--- config.mk ---
export PLATFORM = sky130hd
export DESIGN_NAME = tff_updown_mod_counter
export DESIGN_NICKNAME = d
export VERILOG_FILES = /design/src/rtl/tff_cnt_pkg.sv /design/src/rtl/t_ff_cell.sv /design/src/rtl/tff_updown_mod_counter.sv
export SDC_FILE = /design/constraint.sdc
export NUM_CORES = 1
export LEC_CHECK = 0
export CAP_MARGIN = 5
export CORE_MARGIN = 2
export CORE_UTILIZATION = 35
export CTS_BUF_LIST = sky130_fd_sc_hd__clkbuf_8 sky130_fd_sc_hd__clkbuf_16
export CTS_CLUSTER_SIZE = 16
export DETAILED_ROUTE_END_ITERATION = 6
export HOLD_SLACK_MARGIN = 0.02
export PLACE_DENSITY_LB_ADDON = 0.15
export SYNTH_ARGS = -nofsm -noshare
export SYNTH_HDL_FRONTEND = slang
export SYNTH_HIERARCHICAL = 1
export SYNTH_SLANG_ARGS = --single-unit
--- constraint.sdc ---
create_clock -name clk -period 4.6 [get_ports clk]
set_clock_uncertainty 0.15 [all_clocks]
set_input_delay 0.69 -clock clk [delete_from_list [all_inputs] [get_ports clk]]
set_output_delay 0.69 -clock clk [all_outputs]
set_load 0.01 [all_outputs]
--- src/rtl/tff_cnt_pkg.sv ---
// Shared constants, direction encoding and the load clamp helper for the
// T-flip-flop up/down modulo counter.
package tff_cnt_pkg;

  localparam int MAX_WIDTH = 16;

  typedef enum logic {
    CNT_DN = 1'b0,
    CNT_UP = 1'b1
  } cnt_dir_e;

  // Limit a value to the counter's top count; computed at full width so any
  // legal WIDTH fits without overflow.
  function automatic logic [MAX_WIDTH:0] clamp_to_max(input logic [MAX_WIDTH:0] val,
                                                      input logic [MAX_WIDTH:0] max);
    return (val > max) ? max : val;
  endfunction

endpackage

--- src/rtl/t_ff_cell.sv ---
// Single T flip-flop storage cell with synchronous reset to a per-bit value.
module t_ff_cell #(
  parameter logic RST_VAL = 1'b0
) (
  input  logic clk,
  input  logic rst,
  input  logic t,
  output logic q
);

  // Toggle on t, reset wins.
  always_ff @(posedge clk) begin
    if (rst)    q <= RST_VAL;
    else if (t) q <= ~q;
  end

endmodule

--- src/rtl/tff_updown_mod_counter.sv ---
// Parametrised up/down modulo counter. Count state lives in T flip-flop
// cells driven by the toggle vector count ^ next; boundary events raise a
// combinational tc, a registered bnd pulse and sticky ovf/unf flags.
module tff_updown_mod_counter
  import tff_cnt_pkg::*;
#(
  parameter int WIDTH     = 4,
  parameter int MAX_COUNT = 2**WIDTH-1,
  parameter int SATURATE  = 0,
  parameter int RESET_VAL = 0
) (
  input  logic             clk,
  input  logic             rst,
  input  logic             en,
  input  logic             up_dn,
  input  logic             load,
  input  logic [WIDTH-1:0] load_val,
  input  logic             clr_flags,
  output logic [WIDTH-1:0] count,
  output logic             tc,
  output logic             bnd,
  output logic             ovf,
  output logic             unf
);

  localparam logic [WIDTH-1:0]     MAX_C  = WIDTH'(MAX_COUNT);
  localparam logic [WIDTH-1:0]     RST_V  = WIDTH'(RESET_VAL);
  localparam logic [MAX_WIDTH:0]   MAX_WD = (MAX_WIDTH+1)'(MAX_COUNT);

  if (WIDTH < 1 || WIDTH > MAX_WIDTH || MAX_COUNT < 1 || MAX_COUNT > 2**WIDTH-1 ||
      RESET_VAL < 0 || RESET_VAL > MAX_COUNT) begin : g_bad_params
    $error("tff_updown_mod_counter: illegal WIDTH/MAX_COUNT/RESET_VAL combination");
  end

  logic [WIDTH-1:0] w_count;
  logic [WIDTH-1:0] w_next;
  logic [WIDTH-1:0] w_t;
  logic [WIDTH-1:0] w_ld_val;
  logic             w_at_max;
  logic             w_at_zero;
  logic             w_ovf_ev;
  logic             w_unf_ev;
  logic             w_tc;
  logic             r_bnd;
  logic             r_ovf;
  logic             r_unf;

  // Boundary detection and next-count selection: load > count > hold.
  always_comb begin
    w_at_max  = (w_count == MAX_C);
    w_at_zero = (w_count == '0);
    w_ovf_ev  = en & ~load & (up_dn == CNT_UP) & w_at_max;
    w_unf_ev  = en & ~load & (up_dn == CNT_DN) & w_at_zero;
    w_tc      = w_ovf_ev | w_unf_ev;
    w_ld_val  = WIDTH'(clamp_to_max((MAX_WIDTH+1)'(load_val), MAX_WD));
    w_next    = w_count;
    if (load) begin
      w_next = w_ld_val;
    end else if (en) begin
      if (up_dn == CNT_UP) begin
        if (w_at_max) w_next = (SATURATE != 0) ? MAX_C : '0;
        else          w_next = WIDTH'({1'b0, w_count} + (WIDTH+1)'(1));
      end else begin
        if (w_at_zero) w_next = (SATURATE != 0) ? '0 : MAX_C;
        else           w_next = WIDTH'({1'b0, w_count} - (WIDTH+1)'(1));
      end
    end
  end

  assign w_t = w_count ^ w_next;

  for (genvar i = 0; i < WIDTH; i++) begin : g_bit
    t_ff_cell #(.RST_VAL(RST_V[i])) u_cell (
      .clk (clk),
      .rst (rst),
      .t   (w_t[i]),
      .q   (w_count[i])
    );
  end

  // Registered boundary pulse and sticky flags; a set beats a clear.
  always_ff @(posedge clk) begin
    if (rst) begin
      r_bnd <= 1'b0;
      r_ovf <= 1'b0;
      r_unf <= 1'b0;
    end else begin
      r_bnd <= w_tc;
      r_ovf <= w_ovf_ev | (r_ovf & ~clr_flags);
      r_unf <= w_unf_ev | (r_unf & ~clr_flags);
    end
  end

  assign count = w_count;
  assign tc    = w_tc;
  assign bnd   = r_bnd;
  assign ovf   = r_ovf;
  assign unf   = r_unf;

endmodule

==> flow_metrics.tcl, run 1 <==
set metrics [dict create \
    start_kind "input pin" \
    r2r-start "g_bit[0].u_cell/q" \
    routabilityCongestion 0.813 \
    syn2layout_area_growth_pct 49.3 \
    n_fill_cell 127 \
    wl_per_cell_um 11.3 \
    relSlewSlack 0.736 \
    drt_iter0_markers 11 \
    highest_layer "met4" \
    cts_tree "yes" \
    die_area_um2 1630 \
    crit_arrival_ns 2.47 \
    grt_max_degree 14 \
    p_int_mw 0.232 \
    combPwrFrac 0.476 \
    finalWorstPathRequiredPeriod_ns 3.31 \
    insertion_delay_ns 0.23 \
    pwr-share-clk 0.230 \
    synthMuxAreaShare 0.0243 \
    rsz0062_at_grt "no" \
    status "finished clean" \
    synth_most_common_cell "nor2_1" \
    viasPerCell 5.04 \
    critical_path.startpoint "load" \
    antenna_found_initial 0 \
    synth_top_family_by_area "compound AO/OA/AOI/OAI gates" \
    dr_total_vias 474 \
    wl_met2_um 443 \
    cts_setup_buffers 0 \
    finalMaxSlewViolations 0 \
    ys_async_sr_fraction 0 \
    cp-end-kind "primary output" \
    wl_met3_um 61 \
    cts.clk_slew.worst_paths_ns 0.04 \
    cts_buffers 3 \
    ys_top_cells_by_count "nor2_1 (11), inv_1 (8), dfxtp_1 (7)" \
    ys_types 22 \
    grt.total_usage 0.163 \
    ant_nets 0 \
    ys_seq_elements 7 \
    p_seq_frac 0.294 \
    drive_gt1_frac 0.0506 \
    root_buffer "clkbuf_8" \
    grt_pass1_vias 434 \
    synth_edf_count 0 \
    hold_class "reg2reg" \
    rr_endpoint "g_bit[1].u_cell/q" \
    reg2reg_depth 7 \
    required_ns 3.76 \
    synth_top_area_share 0.302 \
    start_util 0.366 \
    ios 18 \
    hold_viol_final 0 \
    crit_end "tc" \
    grt_remaining_overflow 0 \
    power.total_mw 0.363 \
    dpl.hpwl_um 818 \
    ys_seq_area_frac 0.302 \
    vdd.ir_drop.worst_v 0.000329 \
    tightest_slew_ns 0.394 \
    crit_fanout 13 \
    synth-compound-area-share 0.237 \
    syn_avg_cell_area_um2 7.87 \
    numClockSinks 7 \
    cts_buffer_depth 2 \
    synth_nets 71 \
    diodes 0 \
    synth.cell_area_um2 464 \
    power.density_nw_per_um2 524 \
    dr.pass1.iters 3 \
    die_x_um 40.4 \
    regToRegSetupSlack_ns 2.69 \
    die_height_um 40.4 \
    synth_area_leaders "dfxtp_1 (30%), xnor2_1 (9.4%), nor2_1 (8.9%)" \
    timing.final.crit_share 0.720 \
    p_sw_mw 0.131 \
    swShare 0.361 \
    worstSetupPathType "in2out" \
    grt_pass1_wl_mm 1.73 \
    synth-simple-area-share 0.194 \
    multiInputGateArea_um2 289 \
    drv_cap 0 \
    synth_top_area_cell "dfxtp_1" \
    coreArea_um2 1270 \
    synth_warnings 6 \
    wl_met1_um 535 \
    finalSetupTns_ns 0 \
    syn_inst 59 \
    setup_viol_count_final 0 \
    postCtsResizedCells 0 \
    std_cell_rows 13 \
    wl_mm 1.06 \
    synthFlopType "dfxtp_1" \
    ff_latch_area_um2 140 \
    p_leak_nw 0.270 \
    portBuffers 17 \
    drc_errors 0 \
    synth_fa_ha_area_frac 0.0539 \
    cts_max_level 1 \
    fmax_mhz 302 \
    synth-xor-area-share 0.113 \
    cts_hold_buf 0 \
    nNetsFinal 92 \
]
## registers in the layout (all words and copies together) (netlist names)
name,cells
ovf,1
bnd,1
unf,1
g_bit.u_cell/q,4
## worst max-delay path: stages
cell and delay, ns:
clkdlybuf4s50_1 0.60, nor2_1 0.35, a21boi_1 0.26, clkdlybuf4s50_1 0.57
## stage by stage
stage                     hold slack [ns]  setup WS, ns   util  instances  instance area, um^2
after global placement              0.403          1.35  0.511         90                  648
after detailed placement            0.404          1.30  0.511         90                  648
after floorplan                     0.413          2.52      -         59                  464
after global routing                0.451          1.16  0.546         94                  693
final                               0.406          1.29  0.546         94                  693
after CTS                           0.410          1.29  0.546         94                  693
## cell type report
class | instances | share of cell area
Multi-Input combinational cell | 43 | 0.417
Timing Repair Buffer | 17 | 0.245
Sequential cell | 7 | 0.202
Clock buffer | 3 | 0.0596
Inverter | 8 | 0.0433
Tap cell | 15 | 0.0271
Clock inverter | 1 | 0.00542
## cell usage in the layout, fill, tap and decap left out, types with 2 or more instances in the layout
| cell | instances |
|---|---|
| clkdlybuf4s50_1 | 17 |
| nor2_1 | 11 |
| inv_1 | 9 |
| dfxtp_1 | 7 |
| xnor2_1 | 5 |
| nand2_1 | 3 |
| a221oi_1 | 3 |
| clkbuf_8 | 3 |
| o21ai_0 | 2 |
| o311a_1 | 2 |
| nand3_1 | 2 |
| a21oi_1 | 2 |
| o32a_1 | 2 |
| ha_1 | 2 |
## power by group through the flow
stage          sequential (mW)  clock, mW  combinational, mW
5_1_grt                  0.110     0.0880              0.195
2_1_floorplan            0.110          0              0.105
4_1_cts                  0.106     0.0855              0.174
6_report                 0.107     0.0835              0.173
3_3_place_gp             0.107          0              0.172
3_5_place_dp             0.107          0              0.172
## worst min-delay path by stage
stage	depth (start not counted)	slack, ns	startpoint	to
final	3	0.41	ovf	ovf
after global routing	3	0.45	ovf	ovf
after CTS	3	0.41	ovf	ovf
after detailed placement	3	0.40	ovf	ovf
after global placement	3	0.40	ovf	ovf
after floorplan	3	0.41	ovf	ovf
## layer usage
layer | vias to the layer above | global-route usage
li1 | 248 | -
met1 | 209 | 0.211
met2 | 13 | 0.242
met3 | 4 | 0.0167
met4 | 0 | 0.125
met5 | - | 0
## cells by family (layout without fill, tap and decap cells)
group,after synthesis,count (layout)
buffers and inverters,9,29
AND/OR/NAND/NOR,20,20
flip-flops,7,7
AO/OA/AOI/OAI,14,14
multiplexers,1,1
XOR/XNOR,6,6
adder cells (fa/ha/maj),2,2
No activity file was read; power rests on OpenSTA's default activity.
==> run 2, diff against run 1 <==
Clock period 4.6 ns to 2.8 ns, I/O delays scaled along.
==> run 2 against run 1 <==
  * Hold slack improved by 0.0021 ns
  * Critical path depth increased by 1
  * Design area is 2.2% higher
  * Die area is the same
  * Combinational power is 69% higher
  * Highest routed layer unchanged
  * Register-to-register slack worse by 1.9 ns
==> flow_metrics.tcl, run 2 (synthesized netlist as in run 1, its figures left out) <==
set metrics [dict create \
    status "finished clean" \
    crit_arrival_ns 2.07 \
    dpl.hpwl_um 859 \
    cts_setup_buffers 0 \
    finalMaxSlewViolations 0 \
    cts.clk_slew.worst_paths_ns 0.04 \
    stdcell_area_um2 708 \
    r2r-start "g_bit[0].u_cell/q" \
    cp_top_family "buffers and inverters" \
    layout_common_cells "clkdlybuf4s50_1 (17), nor2_1 (11), inv_1 (9)" \
    fmax_mhz 379 \
    dr.pass1.iters 4 \
    placed_area_um2 663 \
    nNetsFinal 94 \
    largest_reg_flops 4 \
    cts_max_level 1 \
    grt_remaining_overflow 0 \
    antenna_found_initial 0 \
    path_cells "clkdlybuf4s50_1 -> nor2_1 -> nand3b_1 -> a21boi_1 -> clkdlybuf4s50_1" \
    hold_class "reg2reg" \
    crit_fanout 5 \
    portBuffers 17 \
    vdd.ir_drop.worst_v 0.000505 \
    ff_latch_area_um2 140 \
    wl_per_cell_um 12.2 \
    setup_viol_count_final 0 \
    finalSetupTns_ns 0 \
    p_leak_nw 0.279 \
    layout_commonest_cell "clkdlybuf4s50_1" \
    drv_cap 0 \
    cts_tree "yes" \
    timing.critical_path.buf_inv 2 \
    multiInputGateArea_um2 289 \
    dp_cells 92 \
    tightest_slew_ns 0.272 \
    cts_buffer_depth 2 \
    die_height_um 40.4 \
    root_buffer "clkbuf_8" \
    std_cell_rows 13 \
    crit_slowest_cell "clkdlybuf4s50_1" \
    required_ns 2.23 \
    power.density_nw_per_um2 857 \
    relSlewSlack 0.818 \
    coreArea_um2 1270 \
    numClockSinks 7 \
    regMostFlops "g_bit.u_cell/q" \
    drive_gt1_frac 0.0741 \
    timing.final.crit_share 0.941 \
    insertion_delay_ns 0.22 \
    die_area_um2 1630 \
    critical_path.startpoint "up_dn" \
    viasPerCell 5.00 \
    rsz0062_at_grt "no" \
    instances_no_fill 96 \
    cpPeakStageDelay_ns 0.57 \
    syn2layout_area_growth_pct 52.6 \
    die_x_um 40.4 \
    drc_errors 0 \
    start_kind "input pin" \
    routabilityCongestion 0.760 \
    grt_pass1_wl_mm 1.88 \
    grt_max_degree 13 \
    cp_common_cell "clkdlybuf4s50_1" \
    regToRegSetupSlack_ns 0.83 \
    worstSetupPathType "in2out" \
    ios 18 \
    n_fill_cell 123 \
    postCtsResizedCells 0 \
    drt_iter0_markers 6 \
    dr_total_vias 480 \
    cts_hold_buf 0 \
    whs_ns 0.408 \
    cts_buffers 3 \
    cp-end-kind "primary output" \
    hold_viol_final 0 \
    ant_nets 0 \
    wl_mm 1.17 \
    diodes 0 \
    grt_pass1_vias 451 \
    finalWorstPathRequiredPeriod_ns 2.64 \
    start_util 0.366 \
    min_from "ovf" \
    grt.total_usage 0.182 \
]
==> run 2: cell count changes in the layout (fill, tap and decap cells not counted), sizes merged <==
cell  change
buf       +2
==> run 2: metal layers <==
layer	track usage	routed length, um
met5	0	0
met4	0.125	27
met3	0.0333	51
met2	0.294	536
met1	0.216	552
==> run 2: metrics by stage <==
step	util	power (mW)	worst slack (ns)
detailed placement	0.523	0.463	0.195
floorplan	-	0.353	1.00
global route	0.558	0.651	0.0729
global placement	0.523	0.462	0.215
CTS	0.558	0.609	0.178
finish	0.558	0.607	0.164
==> run 2: final cells by class <==
class                           count  share of cell area
Tap cell                           15              0.0265
Clock inverter                      1             0.00530
Multi-Input combinational cell     43               0.408
Inverter                            8              0.0424
Clock buffer                        3              0.0583
Sequential cell                     7               0.198
Timing Repair Buffer               19               0.261
==> run 2: worst reg2reg max path, delay by kind of cell (launching register included) <==
| kind | cells | cell delay [ns] |
|---|---|---|
| flip-flops | 1 | 0.47 |
| XOR/XNOR | 2 | 0.31 |
| buffers and inverters | 1 | 0.10 |
| adder cells (fa/ha/maj) | 1 | 0.31 |
| AND/OR/NAND/NOR | 2 | 0.21 |
| AO/OA/AOI/OAI | 1 | 0.30 |
==> run 2: path summary, 6_finish.rpt <==
| path | to | cells past startpoint |
|---|---|---|
| min | ovf | 3 |
| max reg2reg | g_bit[1].u_cell/q | 7 |
| max | tc | 5 |
| min reg2reg | ovf | 3 |
==> run 2: power by group <==
| part | total (mW) | internal [mW] | switching [mW] | leakage (nW) |
|---|---|---|---|---|
| registers | 0.175 | 0.128 | 0.0470 | 0.0575 |
| clock network | 0.138 | 0.0948 | 0.0436 | 0.0269 |
| logic | 0.293 | 0.160 | 0.133 | 0.195 |
| total | 0.607 | 0.383 | 0.224 | 0.279 |
